<file path="src/rtl/fp_divide96_seq.sv">
`default_nettype none
// ============================================================================
// Module   : fp_divide96_seq
// Purpose  : Iterative 96-bit floating-point divider (1 sign, 15 exp, 80 frac),
//            restoring division with internal normalize and round.
//            Define FPDIV96_RADIX4_EN for two quotient bits per cycle.
// Revision : 1.0  initial release
// ============================================================================
module fp_divide96_seq #(
    parameter int FPWID   = 96,
    parameter int EXPWID  = 15,
    parameter int FRACWID = 80
) (
    input  logic             clk,
    input  logic             rst,
    input  logic             ce,
    input  logic             ld,
    input  logic [FPWID-1:0] a,
    input  logic [FPWID-1:0] b,
    input  logic [2:0]       rm,
    output logic [FPWID-1:0] o,
    output logic             busy,
    output logic             done,
    output logic             dbz,
    output logic             invalid,
    output logic             overflow,
    output logic             underflow
);
    localparam int c_MW = FRACWID + 1;
    localparam int c_RW = c_MW + 1;
    localparam int c_QW = c_MW + 3;
`ifdef FPDIV96_RADIX4_EN
    localparam int c_STEPS = 2;
`else
    localparam int c_STEPS = 1;
`endif
    // PREP already retires the first c_STEPS quotient bits, DIV does the rest.
    localparam int          c_ITERS    = (c_QW - c_STEPS) / c_STEPS;
    localparam logic [6:0]  c_CNT_INIT = 7'(c_ITERS - 1);
    localparam logic signed [EXPWID+1:0] c_BIAS  = {3'b000, {(EXPWID-1){1'b1}}};
    localparam logic signed [EXPWID+1:0] c_EMAX  = {2'b00, {EXPWID{1'b1}}};
    localparam logic signed [EXPWID+1:0] c_EZERO = '0;
    localparam logic signed [EXPWID+1:0] c_EONE  = {{(EXPWID+1){1'b0}}, 1'b1};
    localparam logic [EXPWID-1:0] c_EXP_ONES = {EXPWID{1'b1}};
    localparam logic [EXPWID-1:0] c_EXP_MAXF = {{(EXPWID-1){1'b1}}, 1'b0};
    localparam logic [FPWID-1:0]  c_QNAN = {1'b0, c_EXP_ONES, 1'b1, {(FRACWID-1){1'b0}}};

    typedef enum logic [2:0] {
        S_IDLE  = 3'd0,
        S_PREP  = 3'd1,
        S_DIV   = 3'd2,
        S_NORM  = 3'd3,
        S_ROUND = 3'd4
    } state_t;

    state_t r_state, w_state_nx;

    logic [FPWID-1:0]         r_a, r_b;
    logic [2:0]               r_rm;
    logic                     r_sign;
    logic signed [EXPWID+1:0] r_exp;
    logic [c_MW-1:0]          r_mb, r_mant;
    logic [c_RW-1:0]          r_rem;
    logic [c_QW-1:0]          r_q;
    logic [6:0]               r_cnt;
    logic                     r_g, r_r, r_s;
    logic                     r_spec, r_spec_inv, r_spec_dbz;
    logic [FPWID-1:0]         r_spec_o;

    // Returns {quotient bit, next partial remainder already shifted left}.
    function automatic logic [c_RW:0] div_step(input logic [c_RW-1:0] rem,
                                               input logic [c_MW-1:0] d);
        logic            qb;
        logic [c_RW-1:0] diff;
        qb   = (rem >= {1'b0, d});
        diff = qb ? (rem - {1'b0, d}) : rem;
        return {qb, diff[c_RW-2:0], 1'b0};
    endfunction

    logic [EXPWID-1:0] w_ea, w_eb;
    logic [c_MW-1:0]   w_ma, w_mb, w_div_d;
    logic              w_sign;
    logic              w_a_zero, w_b_zero, w_a_inf, w_b_inf, w_a_nan, w_b_nan;

    assign w_ea     = r_a[FPWID-2:FRACWID];
    assign w_eb     = r_b[FPWID-2:FRACWID];
    assign w_ma     = {1'b1, r_a[FRACWID-1:0]};
    assign w_mb     = {1'b1, r_b[FRACWID-1:0]};
    assign w_sign   = r_a[FPWID-1] ^ r_b[FPWID-1];
    assign w_a_zero = (w_ea == '0);
    assign w_b_zero = (w_eb == '0);
    assign w_a_inf  = (w_ea == c_EXP_ONES) && (r_a[FRACWID-1:0] == '0);
    assign w_b_inf  = (w_eb == c_EXP_ONES) && (r_b[FRACWID-1:0] == '0);
    assign w_a_nan  = (w_ea == c_EXP_ONES) && (r_a[FRACWID-1:0] != '0);
    assign w_b_nan  = (w_eb == c_EXP_ONES) && (r_b[FRACWID-1:0] != '0);

    logic             w_spec, w_spec_inv, w_spec_dbz;
    logic [FPWID-1:0] w_spec_o;

    always_comb begin
        w_spec     = 1'b1;
        w_spec_inv = 1'b0;
        w_spec_dbz = 1'b0;
        w_spec_o   = '0;
        if (w_a_nan || w_b_nan || (w_a_zero && w_b_zero) || (w_a_inf && w_b_inf)) begin
            w_spec_o   = c_QNAN;
            w_spec_inv = 1'b1;
        end else if (w_b_zero && !w_a_inf) begin
            w_spec_o   = {w_sign, c_EXP_ONES, {FRACWID{1'b0}}};
            w_spec_dbz = 1'b1;
        end else if (w_a_inf) begin
            w_spec_o   = {w_sign, c_EXP_ONES, {FRACWID{1'b0}}};
        end else if (w_b_inf || w_a_zero) begin
            w_spec_o   = {w_sign, {(FPWID-1){1'b0}}};
        end else begin
            w_spec     = 1'b0;
        end
    end

    logic [c_RW-1:0]    w_div_rem_in, w_rem_nx;
    logic [c_RW:0]      w_st1;
    logic [c_STEPS-1:0] w_qbits;

    assign w_div_rem_in = (r_state == S_PREP) ? {1'b0, w_ma} : r_rem;
    assign w_div_d      = (r_state == S_PREP) ? w_mb : r_mb;
    assign w_st1        = div_step(w_div_rem_in, w_div_d);
`ifdef FPDIV96_RADIX4_EN
    logic [c_RW:0] w_st2;
    assign w_st2    = div_step(w_st1[c_RW-1:0], w_div_d);
    assign w_qbits  = {w_st1[c_RW], w_st2[c_RW]};
    assign w_rem_nx = w_st2[c_RW-1:0];
`else
    assign w_qbits  = w_st1[c_RW];
    assign w_rem_nx = w_st1[c_RW-1:0];
`endif

    logic                     w_inexact, w_inc, w_ovf_inf;
    logic [c_MW:0]            w_sum;
    logic [FRACWID-1:0]       w_frac_r;
    logic signed [EXPWID+1:0] w_exp_r;
    logic [FPWID-1:0]         w_res_o;
    logic                     w_res_ovf, w_res_unf, w_res_inv, w_res_dbz;

    assign w_inexact = r_g | r_r | r_s;
    always_comb begin
        w_inc     = r_g & (r_r | r_s | r_mant[0]);
        w_ovf_inf = 1'b1;
        case (r_rm)
            3'd1: begin w_inc = 1'b0;                  w_ovf_inf = 1'b0;    end
            3'd2: begin w_inc = r_sign & w_inexact;    w_ovf_inf = r_sign;  end
            3'd3: begin w_inc = ~r_sign & w_inexact;   w_ovf_inf = ~r_sign; end
            3'd4: begin w_inc = r_g;                   w_ovf_inf = 1'b1;    end
            default: ;
        endcase
    end

    // A mantissa carry-out can only produce exactly 2.0, whose fraction is zero.
    assign w_sum    = {1'b0, r_mant} + {{c_MW{1'b0}}, w_inc};
    assign w_frac_r = w_sum[c_MW] ? w_sum[FRACWID:1] : w_sum[FRACWID-1:0];
    assign w_exp_r  = r_exp + {{(EXPWID+1){1'b0}}, w_sum[c_MW]};

    always_comb begin
        w_res_o   = {r_sign, w_exp_r[EXPWID-1:0], w_frac_r};
        w_res_ovf = 1'b0;
        w_res_unf = 1'b0;
        w_res_inv = 1'b0;
        w_res_dbz = 1'b0;
        if (r_spec) begin
            w_res_o   = r_spec_o;
            w_res_inv = r_spec_inv;
            w_res_dbz = r_spec_dbz;
        end else if (w_exp_r >= c_EMAX) begin
            w_res_ovf = 1'b1;
            w_res_o   = w_ovf_inf ? {r_sign, c_EXP_ONES, {FRACWID{1'b0}}}
                                  : {r_sign, c_EXP_MAXF, {FRACWID{1'b1}}};
        end else if (w_exp_r <= c_EZERO) begin
            w_res_unf = 1'b1;
            w_res_o   = {r_sign, {(FPWID-1){1'b0}}};
        end
    end

    always_comb begin
        w_state_nx = r_state;
        case (r_state)
            S_IDLE:  if (ld) w_state_nx = S_PREP;
            S_PREP:  w_state_nx = w_spec ? S_ROUND : S_DIV;
            S_DIV:   if (r_cnt == '0) w_state_nx = S_NORM;
            S_NORM:  w_state_nx = S_ROUND;
            S_ROUND: w_state_nx = S_IDLE;
            default: w_state_nx = S_IDLE;
        endcase
    end

    always_ff @(posedge clk or posedge rst) begin
        if (rst)     r_state <= S_IDLE;
        else if (ce) r_state <= w_state_nx;
    end

    assign busy = (r_state != S_IDLE);

    always_ff @(posedge clk or posedge rst) begin
        if (rst) begin
            r_a <= '0; r_b <= '0; r_rm <= '0; r_sign <= 1'b0; r_exp <= '0;
            r_mb <= '0; r_mant <= '0; r_rem <= '0; r_q <= '0; r_cnt <= '0;
            r_g <= 1'b0; r_r <= 1'b0; r_s <= 1'b0;
            r_spec <= 1'b0; r_spec_inv <= 1'b0; r_spec_dbz <= 1'b0; r_spec_o <= '0;
            o <= '0; done <= 1'b0; dbz <= 1'b0; invalid <= 1'b0;
            overflow <= 1'b0; underflow <= 1'b0;
        end else if (ce) begin
            done <= (r_state == S_ROUND);
            case (r_state)
                S_IDLE: if (ld) begin
                    r_a  <= a;
                    r_b  <= b;
                    r_rm <= rm;
                end
                S_PREP: begin
                    r_sign     <= w_sign;
                    r_exp      <= $signed({2'b00, w_ea}) - $signed({2'b00, w_eb}) + c_BIAS;
                    r_mb       <= w_mb;
                    r_rem      <= w_rem_nx;
                    r_q        <= {r_q[c_QW-1-c_STEPS:0], w_qbits};
                    r_cnt      <= c_CNT_INIT;
                    r_spec     <= w_spec;
                    r_spec_o   <= w_spec_o;
                    r_spec_inv <= w_spec_inv;
                    r_spec_dbz <= w_spec_dbz;
                end
                S_DIV: begin
                    r_rem <= w_rem_nx;
                    r_q   <= {r_q[c_QW-1-c_STEPS:0], w_qbits};
                    r_cnt <= r_cnt - 7'd1;
                end
                S_NORM: begin
                    if (r_q[c_QW-1]) begin
                        r_mant <= r_q[c_QW-1:3];
                        r_g    <= r_q[2];
                        r_r    <= r_q[1];
                        r_s    <= r_q[0] | (|r_rem);
                    end else begin
                        r_mant <= r_q[c_QW-2:2];
                        r_g    <= r_q[1];
                        r_r    <= r_q[0];
                        r_s    <= |r_rem;
                        r_exp  <= r_exp - c_EONE;
                    end
                end
                S_ROUND: begin
                    o         <= w_res_o;
                    overflow  <= w_res_ovf;
                    underflow <= w_res_unf;
                    invalid   <= w_res_inv;
                    dbz       <= w_res_dbz;
                end
                default: ;
            endcase
        end
    end
endmodule
`default_nettype wire

</file>
<file path="config.mk">
export PLATFORM = sky130hd
export DESIGN_NAME = fp_divide96_seq
export DESIGN_NICKNAME = d
export VERILOG_FILES = /design/src/rtl/fp_divide96_seq.sv
export SDC_FILE = /design/constraint.sdc
export NUM_CORES = 2
export LEC_CHECK = 0
export ABC_AREA = 1
export CAP_MARGIN = 20
export CORE_ASPECT_RATIO = 1.5
export CORE_MARGIN = 2
export CORE_UTILIZATION = 39
export DETAILED_ROUTE_END_ITERATION = 12
export PLACE_DENSITY = 0.63
export SLEW_MARGIN = 20
export SYNTH_ARGS = -nofsm -noshare
export SYNTH_HDL_FRONTEND = slang
export SYNTH_SLANG_ARGS = --single-unit
</file>
<file path="constraint.sdc">
create_clock -name clk -period 36.2 [get_ports clk]
set_input_delay 5.43 -clock clk [delete_from_list [all_inputs] [get_ports clk]]
set_output_delay 5.43 -clock clk [all_outputs]
set_load 0.005 [all_outputs]
</file>
# Word level (Yosys, flattened, before mapping)
# Index checks and enable logic that the tools add are counted.
# word_totals
out_inout_bits	102
wordCells	129
inputBits	199
reg_bits	753
# classes
muxes	39
n_addsub	7
n_lt_le_gt_ge	3
eq_ne	13
bitwise_logic	10
reduce_logical	33
# op_table
op	n
96-bit 2-to-1 mux	5
81-bit 2-to-1 mux	4
95-bit 2-to-1 mux	2
80-bit logical NOT	2
80-bit nonzero test	2
81-bit by 1-bit adder with 82-bit output	1
82-bit by 81-bit greater-or-equal comparator with 1-bit output	1
82-bit 2-to-1 mux	1
81-bit OR reduction	1
81-bit subtractor	1
80-bit 2-to-1 mux	1
17-bit case mux with 2 select lines	1
15-bit equality test (second input constant)	2
15-bit logical NOT	2
16-bit by 15-bit adder with 17-bit output (second input constant)	1
17-bit by 1-bit adder with 17-bit output	1
17-bit by 16-bit greater-or-equal comparator with 1-bit output (second input constant)	1
17-bit by 1-bit <= comparator with 1-bit output (second input constant)	1
1-bit 2-to-1 mux	17
17-bit 2-to-1 mux	1
17-bit by 2-bit subtractor with 17-bit output (second input constant)	1
15-bit by 15-bit subtractor with 16-bit output	1
7-bit case mux with 2 select lines	1
3-bit by 2-bit equality test with 1-bit output (second input constant)	4
22 further kinds	50

# Logic depth before layout (Yosys ltp)
# depth
word_depth	10
mapped_depth	33
depth_no_buf	31

# Least setup slack after synthesis
# OpenSTA, ideal clock, no wires.
# synth_path
path_kind	input port to flip-flop
start	in ce
end	reg overflow
setup_slack_ns	29.337
cell_stages	8
arrival_time_ns	6.741
setup_ns	0.122
required_ns	36.078
path_buffers	3
cell_sequence	inv_1 -> nor4_2 -> inv_1 -> clkbuf_1 -> clkbuf_1 -> clkbuf_1 -> nand2_1 -> nand2_1
# synth_via
elab_chain_len	1
# synth_rtl
item	line_no	text
from (decl)	16	input logic ce,
2-bit AND reduction (no line)	n/a	
to (signal assigned)	250	overflow <= w_res_ovf;
to (decl)	26	output logic overflow,
# No other way between the ends.
# A chain may end at the register's enable or synchronous reset.

==> key figures <==
Yosys
  • Syn Std Cell Area: 41400 um^2
  • Syn Nets: 6259
  • Register area share after synthesis: 39.9%
  • Yosys reg bits: 659
  • Cells after Synth: 5953
  • Synth Warn #: 0
  • Unique masters post-synth: 50
  • Syn_area_per_cell: 6.95 um^2
  • Main flop type after synthesis: dfrtp_1
  • Post-synth EDFFs: 0
  • Post-synth ARST share: 100%

Outcome
  • Status: complete, no violations

Clock network
  • Max clock buf depth: 3
  • Clock sinks: 659
  • TritonCTS clock tree: done
  • Cell chosen for the clock root: clkbuf_16
  • H-tree levels: 3
  • Postcts setup bufs: 0
  • Clock transition at the registers of the reported paths: 60 ps
  • Hold-fix buffers at CTS: 0
  • TritonCTS Buffers: 70
  • Cts repair resizes: 0
  • Latest clock arrival within the worst-skew pair: 670 ps

STA
  • Final Skew: 20.9 ps
  • Max transition margin: 27.0%
  • Max Freq: 119 MHz
  • Setup_tns: 0 ps
  • Slew @ Worst Pin: 1080 ps
  • Slew Viols, Final: 0
  • Final Hold Fails: 0
  • Setup Viol. Count Final: 0
  • Final Cycle Share: 23.2%
  • Fin crit period: 8390 ps
  • Worst Setup Slack, final: 27810 ps
  • RSZ-0062 raised after global routing: no

Placement
  • Routability Congestion: 1.01
  • Detailed Place HPWL: 121000 um
  • Place WS: 26960 ps
  • Placed Cells: 7462
  • Number of buffers added on ports: 300

Route
  • Pre-Repair DR Iteration Count: 6
  • Drt drc: 0
  • DRT antenna net count: 0
  • Post-DR wirelength/cell: 20.0 um
  • Vias post-DR: 39100
  • Vias/cell: 5.15
  • Initial DRC count: 2768
  • Total detailed-routing wirelength: 152000 um

Floorplanning
  • Core Area: 105000 um^2
  • # IOs: 301
  • Initial Util: 39.2%
  • Chip Height: 403 um
  • Std-Cell Rows: 146
  • Die X: 270 um
  • Die area: 109000 um^2

Hold path
  • Hold WC Path Type: reg -> reg
  • HP Start: r_mb[80]
  • Hold EP: r_mb[80]
  • Hold path cells: 2

GRT
  • Global-route wire length before repair: 231000 um
  • GRT Util Overall: 27.8%
  • Total congestion overflow: 0
  • Number of global-route vias before repair: 38800
  • Largest net degree at the start of global routing: 250
  • Initial antenna violation count: 4

Setup path
  • Worst EP required: 36900 ps
  • CP Launch Type: input port
  • R2r setup slk: 28840 ps
  • Reg2reg start: r_state[2]
  • CP max FO: 118
  • Cells on worst reg2reg path: 21
  • CP arrival: 9090 ps
  • CP Capture Type: async pin
  • R2r endpoint: r_rem[65]
  • Crit Path Category: in -> async

Flow run
  • Maxcap violations: 0

Layout
  • Reg area: 16500 um^2
  • Cell Count, Final, Fillers Out: 7591
  • Final nets: 6434
  • Share of cells above drive strength 1: 4.93%
  • Multi-input gate area: 21300 um^2
  • Area delta synth->final: 15.7%
  • Fillers: 11100
-- flip-flops by register name, summed over array words and instances, names as in the netlist, 3 cells and up --
| signal | cells |
|---|---|
| o | 96 |
| r_a | 96 |
| r_b | 96 |
| r_cnt | 7 |
| r_exp | 17 |
| r_mant | 81 |
| r_mb | 81 |
| r_q | 84 |
| r_rem | 81 |
| r_rm | 3 |
| r_spec_o | 3 |
| r_state | 3 |
-- synthesized netlist by cell type, types with 10 or more instances --
cell	instances	area, um^2
a21oi_1	304	1520
buf_1	16	60.1
buf_2	24	120
clkbuf_1	173	649
dfrtp_1	659	16500
ha_1	105	1310
inv_1	697	2620
inv_2	10	37.5
mux2_2	72	811
nand2_1	1815	6810
nand2_2	11	68.8
nand3_1	279	1400
nand4_1	108	676
nor2_1	578	2170
nor3_1	74	370
nor4_1	50	313
o211ai_1	122	916
o21ai_0	616	3080
o21ai_1	15	75.1
or2_2	29	181
xnor2_1	28	245
xor2_1	68	596
-- worst max path at each step --
| stage | from | to | depth (start not counted) |
|---|---|---|---|
| floorplan | rst | dbz | 1 |
| global placement | rst | r_a[51] | 5 |
| detailed placement | rst | r_a[51] | 5 |
| CTS | rst | r_b[75] | 5 |
| global route | rst | r_a[52] | 5 |
| finish | rst | r_a[53] | 5 |
-- cell usage in the layout, fill, tap and decap left out, types with 4 or more instances in the layout --
master	Yosys	routed
nand2_1	1815	1815
inv_1	697	692
dfrtp_1	659	658
o21ai_0	616	616
nor2_1	578	576
a21oi_1	304	304
clkdlybuf4s50_1	0	300
nand3_1	279	279
o211ai_1	122	122
nand4_1	108	108
ha_1	105	105
nor3_1	74	74
clkbuf_16	0	73
mux2_2	72	72
xor2_1	68	68
nor4_1	50	49
or2_2	29	29
xnor2_1	28	28
buf_4	5	27
o21ai_1	15	15
inv_2	10	12
clkinv_2	0	11
clkbuf_8	0	10
nand2_2	11	9
nor2_2	9	9
clkbuf_1	173	9
clkinvlp_4	0	9
a31oi_1	8	8
o21a_1	7	7
nand3b_1	7	7
o21bai_1	7	7
bufinv_16	0	6
a21o_1	5	5
clkinv_4	0	5
nor4_2	3	4
nand3_2	4	4
and2_1	4	4
mux2i_1	4	4
-- logic make-up (layout without fill, tap and decap cells) --
logic type	count (synthesis)	count (layout)	synth area share, %
XOR/XNOR	97	97	2.07
multiplexers	76	76	2.06
adder cells (fa/ha/maj)	107	107	3.27
AO/OA/AOI/OAI	1097	1097	14.2
buffers and inverters	937	1167	8.79
other	0	2	0
AND/OR/NAND/NOR	2980	2980	29.7
flip-flops	659	659	39.9
-- layer usage --
layer | GRT usage (%) | vias to the layer above | part of all wire (%)
met2 | 51.3 | 914 | 52
met4 | 16.8 | 0 | 6.7
met1 | 30.6 | 18200 | 38
li1 | - | 19600 | -
met5 | 0 | - | 0
met3 | 2.89 | 308 | 3.2
-- worst max-delay path: stages --
cell and delay (ps):
clkdlybuf4s50_1 490, inv_8 610, buf_4 850, buf_4 760, buf_4 740
-- stage by stage --
step,hold slack (ps),area [um^2],utilization (%)
2_1_floorplan,423,41400,-
4_1_cts,460,47900,45.4
5_1_grt,490,47900,45.4
3_5_place_dp,445,45500,43.1
3_3_place_gp,439,45500,43.1
6_report,456,47900,45.4
-- area by class of cell --
type / count / area share [%]
Sequential cell: 659 / 34.5
Clock buffer: 92 / 4.17
Tap cell: 1406 / 3.67
Clock inverter: 35 / 0.821
Multi-Input combinational cell: 4357 / 44.4
Inverter: 709 / 5.59
Antenna cell: 2 / 0.0105
Timing Repair Buffer: 331 / 6.84
Power is not shown: default switching activity piles up to over one toggle a cycle in this logic, so the estimate is an artifact.
